$ cat src/rtl/cnn_layer_sequencer.sv
// Sequences a chain of layer engines, then serially picks the highest signed class score.
// Optional per-layer watchdog enabled by defining CNN_SEQ_WATCHDOG_EN.
module cnn_layer_sequencer #(
  parameter int NUM_LAYERS     = 4,
  parameter int NUM_CLASSES    = 5,
  parameter int DATA_W         = 8,
  parameter int TIMEOUT_CYCLES = 65535,
  localparam int CLS_W = (NUM_CLASSES > 1) ? $clog2(NUM_CLASSES) : 1,
  localparam int LYR_W = (NUM_LAYERS > 1) ? $clog2(NUM_LAYERS) : 1
) (
  input  logic                          clk,
  input  logic                          rst,
  input  logic                          main_start,
  input  logic                          cont_mode,
  input  logic [NUM_LAYERS-1:0]         layer_done,
  input  logic [NUM_CLASSES*DATA_W-1:0] scores,
  output logic [NUM_LAYERS-1:0]         layer_start,
  output logic                          busy,
  output logic                          result_valid,
  output logic [CLS_W-1:0]              class_idx,
  output logic [7:0]                    seg_final,
  output logic                          err,
  output logic [LYR_W-1:0]              err_layer
);

  if (NUM_LAYERS < 1 || NUM_LAYERS > 16 || NUM_CLASSES < 2 || NUM_CLASSES > 10 ||
      DATA_W < 1 || TIMEOUT_CYCLES < 1 || TIMEOUT_CYCLES > 1048575) begin : g_param_check
    $error("cnn_layer_sequencer: parameter out of range");
  end

  typedef enum logic [2:0] {
    IDLE, START, WAIT, ARGMAX, DONE
`ifdef CNN_SEQ_WATCHDOG_EN
    , ERR
`endif
  } state_t;

  localparam logic [NUM_LAYERS-1:0] ONE      = NUM_LAYERS'(1);
  localparam logic [LYR_W-1:0]      LAST_LYR = LYR_W'(NUM_LAYERS - 1);
  localparam logic [CLS_W-1:0]      LAST_CLS = CLS_W'(NUM_CLASSES - 1);

  state_t                          state;
  logic [LYR_W-1:0]                lyr;
  logic [CLS_W-1:0]                scan;
  logic [CLS_W-1:0]                best_idx;
  logic signed [DATA_W-1:0]        max_val;
  logic [NUM_CLASSES*DATA_W-1:0]   score_reg;
  logic signed [DATA_W-1:0]        cur_score;
  logic                            take;
  logic [CLS_W-1:0]                cand_idx;

`ifdef CNN_SEQ_WATCHDOG_EN
  localparam int WD_W = 20;
  logic [WD_W-1:0] wd;
`else
  assign err       = 1'b0;
  assign err_layer = '0;
`endif

  function automatic logic [7:0] seg_code(input logic [3:0] d);
    case (d)
      4'd0:    seg_code = 8'hC0;
      4'd1:    seg_code = 8'hF9;
      4'd2:    seg_code = 8'hA4;
      4'd3:    seg_code = 8'hB0;
      4'd4:    seg_code = 8'h99;
      4'd5:    seg_code = 8'h92;
      4'd6:    seg_code = 8'h82;
      4'd7:    seg_code = 8'hF8;
      4'd8:    seg_code = 8'h80;
      4'd9:    seg_code = 8'h90;
      default: seg_code = 8'hFF;
    endcase
  endfunction

  // Class 0 always seeds the running max; later classes win only when strictly greater.
  always_comb begin
    cur_score = score_reg[scan*DATA_W +: DATA_W];
    take      = (scan == '0) || (cur_score > max_val);
    cand_idx  = take ? scan : best_idx;
  end

  always_ff @(posedge clk or posedge rst) begin
    if (rst) begin
      state        <= IDLE;
      lyr          <= '0;
      scan         <= '0;
      best_idx     <= '0;
      max_val      <= '0;
      score_reg    <= '0;
      layer_start  <= '0;
      busy         <= 1'b0;
      result_valid <= 1'b0;
      class_idx    <= '0;
      seg_final    <= 8'hFF;
`ifdef CNN_SEQ_WATCHDOG_EN
      wd           <= '0;
      err          <= 1'b0;
      err_layer    <= '0;
`endif
    end else begin
      layer_start  <= '0;
      result_valid <= 1'b0;
      case (state)
        IDLE: begin
          if (main_start) begin
            lyr         <= '0;
            layer_start <= ONE;
            busy        <= 1'b1;
            state       <= START;
          end
        end
        START: begin
          state <= WAIT;
`ifdef CNN_SEQ_WATCHDOG_EN
          wd    <= '0;
`endif
        end
        WAIT: begin
          if (layer_done[lyr]) begin
            if (lyr == LAST_LYR) begin
              score_reg <= scores;
              scan      <= '0;
              state     <= ARGMAX;
            end else begin
              lyr         <= lyr + 1'b1;
              layer_start <= ONE << (lyr + 1'b1);
              state       <= START;
            end
          end
`ifdef CNN_SEQ_WATCHDOG_EN
          else if (wd == WD_W'(TIMEOUT_CYCLES - 1)) begin
            err       <= 1'b1;
            err_layer <= lyr;
            seg_final <= 8'h86;
            busy      <= 1'b0;
            state     <= ERR;
          end else begin
            wd <= wd + 1'b1;
          end
`endif
        end
        ARGMAX: begin
          if (take) begin
            max_val  <= cur_score;
            best_idx <= scan;
          end
          // The final compare feeds the outputs directly so DONE presents the result.
          if (scan == LAST_CLS) begin
            class_idx    <= cand_idx;
            seg_final    <= seg_code(4'(cand_idx));
            result_valid <= 1'b1;
            state        <= DONE;
          end else begin
            scan <= scan + 1'b1;
          end
        end
        DONE: begin
          if (cont_mode) begin
            lyr         <= '0;
            layer_start <= ONE;
            state       <= START;
          end else begin
            busy  <= 1'b0;
            state <= IDLE;
          end
        end
`ifdef CNN_SEQ_WATCHDOG_EN
        ERR: begin
          if (main_start) begin
            err         <= 1'b0;
            lyr         <= '0;
            layer_start <= ONE;
            busy        <= 1'b1;
            state       <= START;
          end
        end
`endif
        default: state <= IDLE;
      endcase
    end
  end

endmodule

$ cat config.mk
export PLATFORM = sky130hd
export DESIGN_NAME = cnn_layer_sequencer
export DESIGN_NICKNAME = d
export VERILOG_FILES = /design/src/rtl/cnn_layer_sequencer.sv
export SDC_FILE = /design/constraint.sdc
export NUM_CORES = 1
export LEC_CHECK = 0
export ABC_AREA = 0
export ABC_CLOCK_PERIOD_IN_PS = 4500
export CELL_PAD_IN_SITES_DETAIL_PLACEMENT = 2
export CELL_PAD_IN_SITES_GLOBAL_PLACEMENT = 2
export CORE_MARGIN = 10
export CORE_UTILIZATION = 34
export CTS_CLUSTER_DIAMETER = 30
export CTS_CLUSTER_SIZE = 12
export DETAILED_ROUTE_END_ITERATION = 8
export HOLD_SLACK_MARGIN = 0.06
export MAX_ROUTING_LAYER = met4
export PLACE_DENSITY = 0.81
export SLEW_MARGIN = 20
export SYNTH_ARGS = -nofsm -noshare
export SYNTH_HDL_FRONTEND = slang
export SYNTH_SLANG_ARGS = --single-unit
$ cat constraint.sdc
create_clock -name clk -period 4.5 [get_ports clk]
set_input_delay 0.45 -clock clk [delete_from_list [all_inputs] [get_ports clk]]
set_output_delay 0.45 -clock clk [all_outputs]
set_load 0.005 [all_outputs]
==> results of run 1 <==
layer usage:
layer / global-route usage, % / routed length (um)
met1: 14.6 / 4180
met2: 23.0 / 5230
met3: 2.62 / 265
met4: 4.67 / 143
met5: - / 0
layout by cell type, fill, tap and decap left out, types with 2 or more instances in the layout:
cell,netlist,routed
sky130_fd_sc_hd__buf_4,8,5
sky130_fd_sc_hd__bufinv_16,0,2
sky130_fd_sc_hd__or3_1,3,3
sky130_fd_sc_hd__a211oi_1,2,2
sky130_fd_sc_hd__dfrtp_1,68,68
sky130_fd_sc_hd__mux4_2,9,9
sky130_fd_sc_hd__dfstp_2,7,7
sky130_fd_sc_hd__mux2_2,53,53
sky130_fd_sc_hd__o311ai_0,2,2
sky130_fd_sc_hd__clkdlybuf4s50_1,0,63
sky130_fd_sc_hd__nand2_1,11,11
sky130_fd_sc_hd__a22o_1,8,8
sky130_fd_sc_hd__conb_1,2,4
sky130_fd_sc_hd__mux2i_1,5,5
sky130_fd_sc_hd__inv_1,19,18
sky130_fd_sc_hd__a31oi_1,3,3
sky130_fd_sc_hd__clkinvlp_4,0,2
sky130_fd_sc_hd__and3_1,2,2
sky130_fd_sc_hd__ha_1,17,17
sky130_fd_sc_hd__nand3_1,5,5
sky130_fd_sc_hd__o31ai_1,4,4
sky130_fd_sc_hd__and2_1,4,4
sky130_fd_sc_hd__nor2_1,12,12
sky130_fd_sc_hd__nor4_1,2,2
sky130_fd_sc_hd__nor3_1,2,2
sky130_fd_sc_hd__clkbuf_8,0,9
sky130_fd_sc_hd__nor2b_1,2,2
sky130_fd_sc_hd__o21ai_0,4,4
sky130_fd_sc_hd__a21oi_1,8,8
sky130_fd_sc_hd__clkinv_4,0,2
sky130_fd_sc_hd__o211ai_1,4,4
kinds of logic after synthesis:
| group | count (synthesis) | share of synthesized area, % |
|---|---|---|
| DFF | 75 | 50.0 |
| xor gates and xnor gates | 1 | 0.233 |
| other | 2 | 0.199 |
| and+or+nand+nor | 52 | 7.41 |
| muxes | 67 | 22.6 |
| AOI/OAI and AO/OA | 44 | 8.70 |
| buffers and inverters | 38 | 5.21 |
| adders and majority gates | 17 | 5.65 |
synth_stat cells, drive strengths merged (2+ instances only):
cell type  number  area, um2
dfrtp          68       1700
mux2           53        597
inv            19       71.3
buf            17        118
ha             17        213
nand2          12       47.6
nor2           12       45.0
mux4            9        203
a21oi           8       40.0
a22o            8       70.1
dfstp           7        184
mux2i           5       50.1
nand3           5       25.0
o31ai           5       42.5
and2            4       25.0
o211ai          4       30.0
o21ai           4       20.0
or3             4       30.0
a211oi          3       27.5
a31oi           3       18.8
and3            2       12.5
conb            2       7.51
nand4           2       18.8
nor2b           2       12.5
nor3            2       10.0
nor4            2       12.5
o311ai          2       17.5
layout make-up:
| cell class | instances | area (um2) |
|---|---|---|
| Sequential cell | 75 | 1890 |
| Inverter | 20 | 76.3 |
| Clock buffer | 9 | 124 |
| Clock inverter | 7 | 101 |
| Multi-Input combinational cell | 185 | 1700 |
| Fill cell | 1115 | 6110 |
| Timing Repair Buffer | 68 | 668 |
| Tap cell | 140 | 175 |
stage by stage:
| step | cell area (um2) | hold WS (ns) | total power [uW] | utilization [%] |
|---|---|---|---|---|
| floorplan | 3770 | 0.466 | 1320 | - |
| global placement | 4500 | 0.468 | 1560 | 41.5 |
| detailed placement | 4500 | 0.494 | 1600 | 41.5 |
| CTS | 4720 | 0.509 | 2200 | 43.6 |
| global route | 4730 | 0.523 | 2310 | 43.7 |
| finish | 4730 | 0.497 | 2160 | 43.7 |
worst max-delay path, cell delays in order, from the launching register on:
cell and delay (ns):
sky130_fd_sc_hd__dfrtp_1 0.75, sky130_fd_sc_hd__mux4_2 0.61, sky130_fd_sc_hd__a22o_1 0.26, sky130_fd_sc_hd__ha_1 0.36
sky130_fd_sc_hd__nand4_2 0.17, sky130_fd_sc_hd__a211oi_2 0.64, sky130_fd_sc_hd__or3_1 0.28, sky130_fd_sc_hd__mux2i_1 0.28
sky130_fd_sc_hd__ha_1 0.21, sky130_fd_sc_hd__nor2_1 0.05, sky130_fd_sc_hd__a221o_1 0.32
how the worst min path moves through the flow:
| stage | slack [ns] | from | endpoint | cells past startpoint |
|---|---|---|---|---|
| 5_1_grt | 0.52 | seg_final[2]$_DFFE_PP1P_ | seg_final[2]$_DFFE_PP1P_ | 2 |
| 3_3_place_gp | 0.47 | seg_final[2]$_DFFE_PP1P_ | seg_final[2]$_DFFE_PP1P_ | 2 |
| 6_report | 0.50 | seg_final[2]$_DFFE_PP1P_ | seg_final[2]$_DFFE_PP1P_ | 2 |
| 4_1_cts | 0.51 | seg_final[2]$_DFFE_PP1P_ | seg_final[2]$_DFFE_PP1P_ | 2 |
| 2_1_floorplan | 0.47 | seg_final[2]$_DFFE_PP1P_ | seg_final[2]$_DFFE_PP1P_ | 2 |
| 3_5_place_dp | 0.49 | score_reg[4]$_DFFE_PP0P_ | score_reg[4]$_DFFE_PP0P_ | 1 |
power groups by stage:
stage          Combinational (uW)  Sequential, uW  Clock, uW
4_1_cts                       675             921        606
3_3_place_gp                  633             923          0
2_1_floorplan                 451             869          0
5_1_grt                       738             941        631
6_report                      659             917        587
3_5_place_dp                  664             934          0
==> flow_summary.html, run 1 <==
<table>
<tr><th>Metric</th><th>Value</th></tr>
<tr><th colspan="2">GRT</th></tr>
<tr><td>Maximum number of pins on one net before global-route repair</td><td>52</td></tr>
<tr><td>Aggregate global routing overflow</td><td>0</td></tr>
<tr><td>Number of antenna violations at the first check in global routing</td><td>0</td></tr>
<tr><td>Total Routing Usage GR</td><td>13.1%</td></tr>
<tr><td>Global-route wire length before repair</td><td>16.2 mm</td></tr>
<tr><td>Via count of the first global-routing pass</td><td>about 3000</td></tr>
<tr><th colspan="2">Logic synthesis</th></tr>
<tr><td>Avg Inst Size Synth</td><td>~13 um2</td></tr>
<tr><td>Synth Warn #</td><td>0</td></tr>
<tr><td>Share of the yosys chip area belonging to registers</td><td>50.0%</td></tr>
<tr><td>Yosys cell types</td><td>49</td></tr>
<tr><td>Most used flip-flop cell after synthesis</td><td>sky130_fd_sc_hd__dfrtp_1</td></tr>
<tr><td>Cell count after synthesis</td><td>296</td></tr>
<tr><td>Synthesized flop and latch total</td><td>75</td></tr>
<tr><td>Number of enable flip-flop cells after synthesis</td><td>0</td></tr>
<tr><td>Share of flip-flops with an asynchronous set or reset after synthesis</td><td>100%</td></tr>
<tr><td>Synthesized area</td><td>3770 um2</td></tr>
<tr><th colspan="2">Drt</th></tr>
<tr><td>Average vias per placed instance</td><td>5.15</td></tr>
<tr><td>Via count</td><td>2594</td></tr>
<tr><td>Drt first pass iters</td><td>4</td></tr>
<tr><td>DRC marker count from the first detailed-route iteration</td><td>roughly 130</td></tr>
<tr><td># DRC</td><td>0</td></tr>
<tr><td>Routed WL per cell</td><td>19.5 um</td></tr>
<tr><td>Number of nets still failing antenna checks after routing</td><td>0</td></tr>
<tr><td>Post-detailed-routing wire length</td><td>9.82 mm</td></tr>
<tr><th colspan="2">Layout</th></tr>
<tr><td>Final antenna diode count</td><td>0</td></tr>
<tr><td>Layout Area Growth over Synthesis</td><td>25.6%</td></tr>
<tr><td>Fraction of final layout cells sized beyond drive strength 1</td><td>26.6%</td></tr>
<tr><td>Flip-flop count of the largest register, all copies and words added</td><td>40</td></tr>
<tr><td>Non-filler instance count after layout</td><td>504</td></tr>
<tr><td>Final net count</td><td>424</td></tr>
<tr><th colspan="2">Timing</th></tr>
<tr><td>Transition time at the pin with the least slew margin</td><td>between 1 and 1.5 ns</td></tr>
<tr><td>Number of hold-slack violations in the final timing report</td><td>0</td></tr>
<tr><td>Final total negative setup slack</td><td>0 ns</td></tr>
<tr><td>Number of pins with negative max-slew slack in the final report</td><td>0</td></tr>
<tr><td>Maximum clock frequency</td><td>roughly 250 MHz</td></tr>
<tr><td>Unrepaired setup endpoints after global routing</td><td>false</td></tr>
<tr><td>Ratio of final minimum period to clock period</td><td>88.6%</td></tr>
<tr><td>Slew Limit Headroom</td><td>32.6%</td></tr>
<tr><td>Skew final</td><td>roughly 0.010 ns</td></tr>
<tr><td>Slack of the critical path</td><td>0.515 ns</td></tr>
<tr><td>Setup violation total in the final timing report</td><td>0</td></tr>
<tr><td>Clock period minus final worst setup slack</td><td>3.98 ns</td></tr>
<tr><th colspan="2">Job</th></tr>
<tr><td>Maxcap violations</td><td>0</td></tr>
<tr><th colspan="2">Outcome</th></tr>
<tr><td>Run status</td><td>finished clean</td></tr>
<tr><th colspan="2">CTS</th></tr>
<tr><td>Total setup buffers inserted after CTS</td><td>0</td></tr>
<tr><td>Number of buffers added by the clock tree synthesis step</td><td>9</td></tr>
<tr><td>Clock tree sinks</td><td>75</td></tr>
<tr><td>Clock transition at the register clock pins on the worst setup and hold paths after CTS</td><td>0.08 ns</td></tr>
<tr><td>TritonCTS clock tree</td><td>yes</td></tr>
<tr><td>CTS hold repair buffers</td><td>0</td></tr>
<tr><td>H-Tree Level Count</td><td>3</td></tr>
<tr><td>Max clock buf depth</td><td>2</td></tr>
<tr><td>Resized Gates After CTS</td><td>0</td></tr>
<tr><td>Clock root buffer</td><td>sky130_fd_sc_hd__clkbuf_8</td></tr>
<tr><td>Clk_lat worst skew</td><td>0.36 ns</td></tr>
<tr><th colspan="2">Floorplanning</th></tr>
<tr><td>Overall die area</td><td>15700 um2</td></tr>
<tr><td>Core Footprint</td><td>10800 um2</td></tr>
<tr><td>Initial Utilization</td><td>between 30% and 40%</td></tr>
<tr><td>Row count</td><td>38</td></tr>
<tr><td>Die outline height</td><td>approximately 130 um</td></tr>
<tr><td>I/O Pins</td><td>~70</td></tr>
<tr><td>Die Span X</td><td>125 um</td></tr>
<tr><th colspan="2">Pwr</th></tr>
<tr><td>Proportion of power drawn by combinational gates</td><td>between 30% and 40%</td></tr>
<tr><td>Sequential power share</td><td>between 40 and 50%</td></tr>
<tr><td>Total power density per cell area</td><td>457 nW/um2</td></tr>
<tr><td>Part of the total power dissipated in the clock network</td><td>27.1%</td></tr>
<tr><td>Worst vdd ir</td><td>approximately 0.00017 V</td></tr>
<tr><td>Leakage Power</td><td>0.00218 uW</td></tr>
<tr><td>Internal power</td><td>1460 uW</td></tr>
<tr><td>Power dissipated by switching net loads</td><td>703 uW</td></tr>
<tr><td>Sw frac</td><td>32.5%</td></tr>
<tr><th colspan="2">Placement</th></tr>
<tr><td>Total instance count after detailed placement</td><td>488</td></tr>
<tr><td>DP HPWL</td><td>around 7.3 mm</td></tr>
<tr><td>Pre-CTS setup slack</td><td>0.501 ns</td></tr>
<tr><td>Count of input and output buffers</td><td>63</td></tr>
<tr><td>Routability-driven placement congestion ratio</td><td>0.753</td></tr>
<tr><th colspan="2">Worst setup path</th></tr>
<tr><td>Endpoint of the worst register-to-register path</td><td>seg_final[4]$_DFFE_PP1P_</td></tr>
<tr><td>Data required time of the worst path</td><td>4.78 ns</td></tr>
<tr><td>Crit start category</td><td>register</td></tr>
<tr><td>Critical path arrival</td><td>~4.3 ns</td></tr>
<tr><td>Register-to-Register Setup Slack</td><td>0.52 ns</td></tr>
<tr><td>CP Launch Point</td><td>scan[0]$_DFFE_PP0P_</td></tr>
<tr><td>Crit Path Max Fanout</td><td>11</td></tr>
<tr><td>Crit end category</td><td>register</td></tr>
<tr><td>Capturing element of the worst setup path</td><td>seg_final[4]$_DFFE_PP1P_</td></tr>
<tr><td>Setup Crit Path Kind</td><td>register to register</td></tr>
<tr><td>Depth of the worst register-to-register path</td><td>10</td></tr>
<tr><td>Worst flop-to-flop path startpoint</td><td>scan[0]$_DFFE_PP0P_</td></tr>
<tr><th colspan="2">Worst hold path</th></tr>
<tr><td>Type of the most critical hold path</td><td>register to register</td></tr>
</table>
Note: power is estimated with default switching activity, not from simulation.
==> inputs of run 2 (changes only) <==
Settings changed: CORE_MARGIN 10 to 4, CTS_CLUSTER_SIZE 12 to unset.
==> flow_summary.html, run 2 (same netlist as run 1, synthesis figures left out) <==
<table>
<tr><th>Metric</th><th>Value</th></tr>
<tr><th colspan="2">Floorplanning</th></tr>
<tr><td>Core Footprint</td><td>10800 um2 (unchanged)</td></tr>
<tr><td>Initial Utilization</td><td>34.8% (unchanged)</td></tr>
<tr><td>Die Span X</td><td>113 um (-9.6%)</td></tr>
<tr><td>Row count</td><td>38 (unchanged)</td></tr>
<tr><td>I/O Pins</td><td>68 (unchanged)</td></tr>
<tr><td>Die outline height</td><td>113 um (-9.6%)</td></tr>
<tr><td>Overall die area</td><td>12800 um2 (-18%)</td></tr>
<tr><th colspan="2">Drt</th></tr>
<tr><td>Number of nets still failing antenna checks after routing</td><td>0 (unchanged)</td></tr>
<tr><td>DRC marker count from the first detailed-route iteration</td><td>57 (-57%)</td></tr>
<tr><td>Drt first pass iters</td><td>4 (unchanged)</td></tr>
<tr><td># DRC</td><td>0 (unchanged)</td></tr>
<tr><td>Via count</td><td>2554 (-1.5%)</td></tr>
<tr><td>Post-detailed-routing wire length</td><td>9.18 mm (-6.6%)</td></tr>
<tr><td>Routed WL per cell</td><td>18.3 um (-6.2%)</td></tr>
<tr><td>Average vias per placed instance</td><td>5.09 (-1.1%)</td></tr>
<tr><th colspan="2">Worst hold path</th></tr>
<tr><td>Type of the most critical hold path</td><td>register to register</td></tr>
<tr><td>Hold path cells</td><td>2 (unchanged)</td></tr>
<tr><th colspan="2">Placement</th></tr>
<tr><td>Pre-CTS setup slack</td><td>0.337 ns (-0.164 ns)</td></tr>
<tr><td>Count of input and output buffers</td><td>63 (unchanged)</td></tr>
<tr><td>Routability-driven placement congestion ratio</td><td>0.764 (+1.5%)</td></tr>
<tr><td>Total cell area at the placement stage</td><td>4480 um2 (-0.33%)</td></tr>
<tr><td>DP HPWL</td><td>6.87 mm (-6.5%)</td></tr>
<tr><th colspan="2">Pwr</th></tr>
<tr><td>Final total power</td><td>2100 uW (-3.0%)</td></tr>
<tr><td>Leakage Power</td><td>0.00216 uW (-0.80%)</td></tr>
<tr><td>Total power density per cell area</td><td>447 nW/um2 (-2.1%)</td></tr>
<tr><td>Worst vdd ir</td><td>0.000191 V (+9.4%)</td></tr>
<tr><th colspan="2">GRT</th></tr>
<tr><td>Aggregate global routing overflow</td><td>0 (unchanged)</td></tr>
<tr><td>Maximum number of pins on one net before global-route repair</td><td>52 (unchanged)</td></tr>
<tr><td>Via count of the first global-routing pass</td><td>2917 (-2.3%)</td></tr>
<tr><td>Number of antenna violations at the first check in global routing</td><td>0 (unchanged)</td></tr>
<tr><td>Global-route wire length before repair</td><td>15.4 mm (-5.1%)</td></tr>
<tr><td>Total Routing Usage GR</td><td>15.5% (+2.4 points)</td></tr>
<tr><th colspan="2">Timing</th></tr>
<tr><td>Setup violation total in the final timing report</td><td>0 (unchanged)</td></tr>
<tr><td>Maximum clock frequency</td><td>242 MHz (-3.7%)</td></tr>
<tr><td>Slack of the critical path</td><td>0.364 ns (-0.151 ns)</td></tr>
<tr><td>Transition time at the pin with the least slew margin</td><td>1.07 ns (+0.0604 ns)</td></tr>
<tr><td>Final worst hold slack</td><td>0.499 ns (+0.00139 ns)</td></tr>
<tr><td>Slew Limit Headroom</td><td>28.3% (-4.2 points)</td></tr>
<tr><td>Final total negative setup slack</td><td>0 ns (unchanged)</td></tr>
<tr><td>Number of pins with negative max-slew slack in the final report</td><td>0 (unchanged)</td></tr>
<tr><td>Unrepaired setup endpoints after global routing</td><td>false</td></tr>
<tr><td>Skew final</td><td>0.00979 ns (-0.000559 ns)</td></tr>
<tr><td>Number of hold-slack violations in the final timing report</td><td>0 (unchanged)</td></tr>
<tr><td>Clock period minus final worst setup slack</td><td>4.14 ns (+0.151 ns)</td></tr>
<tr><td>Ratio of final minimum period to clock period</td><td>91.9% (+3.4 points)</td></tr>
<tr><th colspan="2">Worst setup path</th></tr>
<tr><td>Setup Crit Path Kind</td><td>register to register</td></tr>
<tr><td>Critical path arrival</td><td>4.42 ns (+0.15 ns)</td></tr>
<tr><td>Depth of the worst register-to-register path</td><td>11 (+1)</td></tr>
<tr><td>Data required time of the worst path</td><td>4.78 ns (about the same)</td></tr>
<tr><td>Crit end category</td><td>register</td></tr>
<tr><td>Crit start category</td><td>register</td></tr>
<tr><td>Crit Path Max Fanout</td><td>17 (+6)</td></tr>
<tr><th colspan="2">CTS</th></tr>
<tr><td>CTS hold repair buffers</td><td>0 (unchanged)</td></tr>
<tr><td>Clock root buffer</td><td>sky130_fd_sc_hd__clkbuf_8</td></tr>
<tr><td>Clk_lat worst skew</td><td>0.35 ns (about the same)</td></tr>
<tr><td>TritonCTS clock tree</td><td>yes</td></tr>
<tr><td>Total setup buffers inserted after CTS</td><td>0 (unchanged)</td></tr>
<tr><td>Clock transition at the register clock pins on the worst setup and hold paths after CTS</td><td>0.09 ns (about the same)</td></tr>
<tr><td>Number of buffers added by the clock tree synthesis step</td><td>9 (unchanged)</td></tr>
<tr><td>Clock tree sinks</td><td>75 (unchanged)</td></tr>
<tr><td>H-Tree Level Count</td><td>3 (unchanged)</td></tr>
<tr><td>Resized Gates After CTS</td><td>0 (unchanged)</td></tr>
<tr><td>Max clock buf depth</td><td>2 (unchanged)</td></tr>
<tr><th colspan="2">Layout</th></tr>
<tr><td>Fraction of final layout cells sized beyond drive strength 1</td><td>26.2% (-0.41 points)</td></tr>
<tr><td>Most frequent cells in the layout</td><td>sky130_fd_sc_hd__dfrtp_1 (68), sky130_fd_sc_hd__clkdlybuf4s50_1 (63), sky130_fd_sc_hd__mux2_2 (53), sky130_fd_sc_hd__inv_1 (18), sky130_fd_sc_hd__ha_1 (17)</td></tr>
<tr><td>Final antenna diode count</td><td>0 (unchanged)</td></tr>
<tr><td>Flip-flop count of the largest register, all copies and words added</td><td>40 (unchanged)</td></tr>
<tr><td>Final net count</td><td>422 (-0.47%)</td></tr>
<tr><td>Most common cell after layout, fill and taps aside</td><td>sky130_fd_sc_hd__dfrtp_1</td></tr>
<tr><td>Layout Area Growth over Synthesis</td><td>24.5%</td></tr>
<tr><td>Final-layout fill cell count</td><td>1105 (-0.90%)</td></tr>
<tr><td>Final cell area excluding filler cells</td><td>4690 um2 (-0.90%)</td></tr>
<tr><th colspan="2">Job</th></tr>
<tr><td>Maxcap violations</td><td>0 (unchanged)</td></tr>
<tr><th colspan="2">Outcome</th></tr>
<tr><td>Run status</td><td>finished clean</td></tr>
</table>
==> run 2: worst paths after layout <==
check | startpoint | to | slack, ns
setup / recovery | scan[0]$_DFFE_PP0P_ | seg_final[4]$_DFFE_PP1P_ | 0.36
hold / removal | seg_final[2]$_DFFE_PP1P_ | seg_final[2]$_DFFE_PP1P_ | 0.50
setup reg to reg | scan[0]$_DFFE_PP0P_ | seg_final[4]$_DFFE_PP1P_ | 0.36
hold reg to reg | seg_final[2]$_DFFE_PP1P_ | seg_final[2]$_DFFE_PP1P_ | 0.50
max in group asynchronous | rst | score_reg[35]$_DFFE_PP0P_ | 3.06
min in group asynchronous | rst | score_reg[25]$_DFFE_PP0P_ | 0.57
==> run 2: per-stage QoR <==
step           utilization (%)  instances
6_report                  43.3        502
5_1_grt                   43.3        502
4_1_cts                   43.2        502
3_5_place_dp              41.3        486
3_3_place_gp              41.3        486
2_1_floorplan                -        298
==> run 2: area by class of cell <==
cell class	count	area (um2)	area share, %
Sequential cell	75	1890	40.2
Multi-Input combinational cell	185	1690	36.1
Timing Repair Buffer	66	653	13.9
Tap cell	140	175	3.74
Clock buffer	9	124	2.64
Clock inverter	7	82.6	1.76
Inverter	20	76.3	1.63
==> run 2: critical path, stage by stage, from the launching register on <==
cell	delay, ns
sky130_fd_sc_hd__dfrtp_1	0.87
sky130_fd_sc_hd__mux4_2	0.62
sky130_fd_sc_hd__a22o_1	0.22
sky130_fd_sc_hd__ha_1	0.32
sky130_fd_sc_hd__nor2b_1	0.17
sky130_fd_sc_hd__o211ai_1	0.13
sky130_fd_sc_hd__a211oi_2	0.56
sky130_fd_sc_hd__or3_1	0.26
sky130_fd_sc_hd__mux2i_1	0.28
sky130_fd_sc_hd__ha_1	0.23
sky130_fd_sc_hd__nor2_1	0.06
sky130_fd_sc_hd__a221o_1	0.33
==> run 2: power breakdown <==
| group | internal [uW] | switching, uW | total [uW] |
|---|---|---|---|
| combinational | 328 | 293 | 621 |
| sequential | 799 | 124 | 923 |
| clock | 266 | 289 | 555 |
| total | 1390 | 706 | 2100 |
==> run 2: layer usage <==
metal  global-route usage [%]  routed length [um]
met4                     3.85                 104
met5                        -                   0
met3                     2.57                 220
met2                     26.0                4810
met1                     19.6                4040
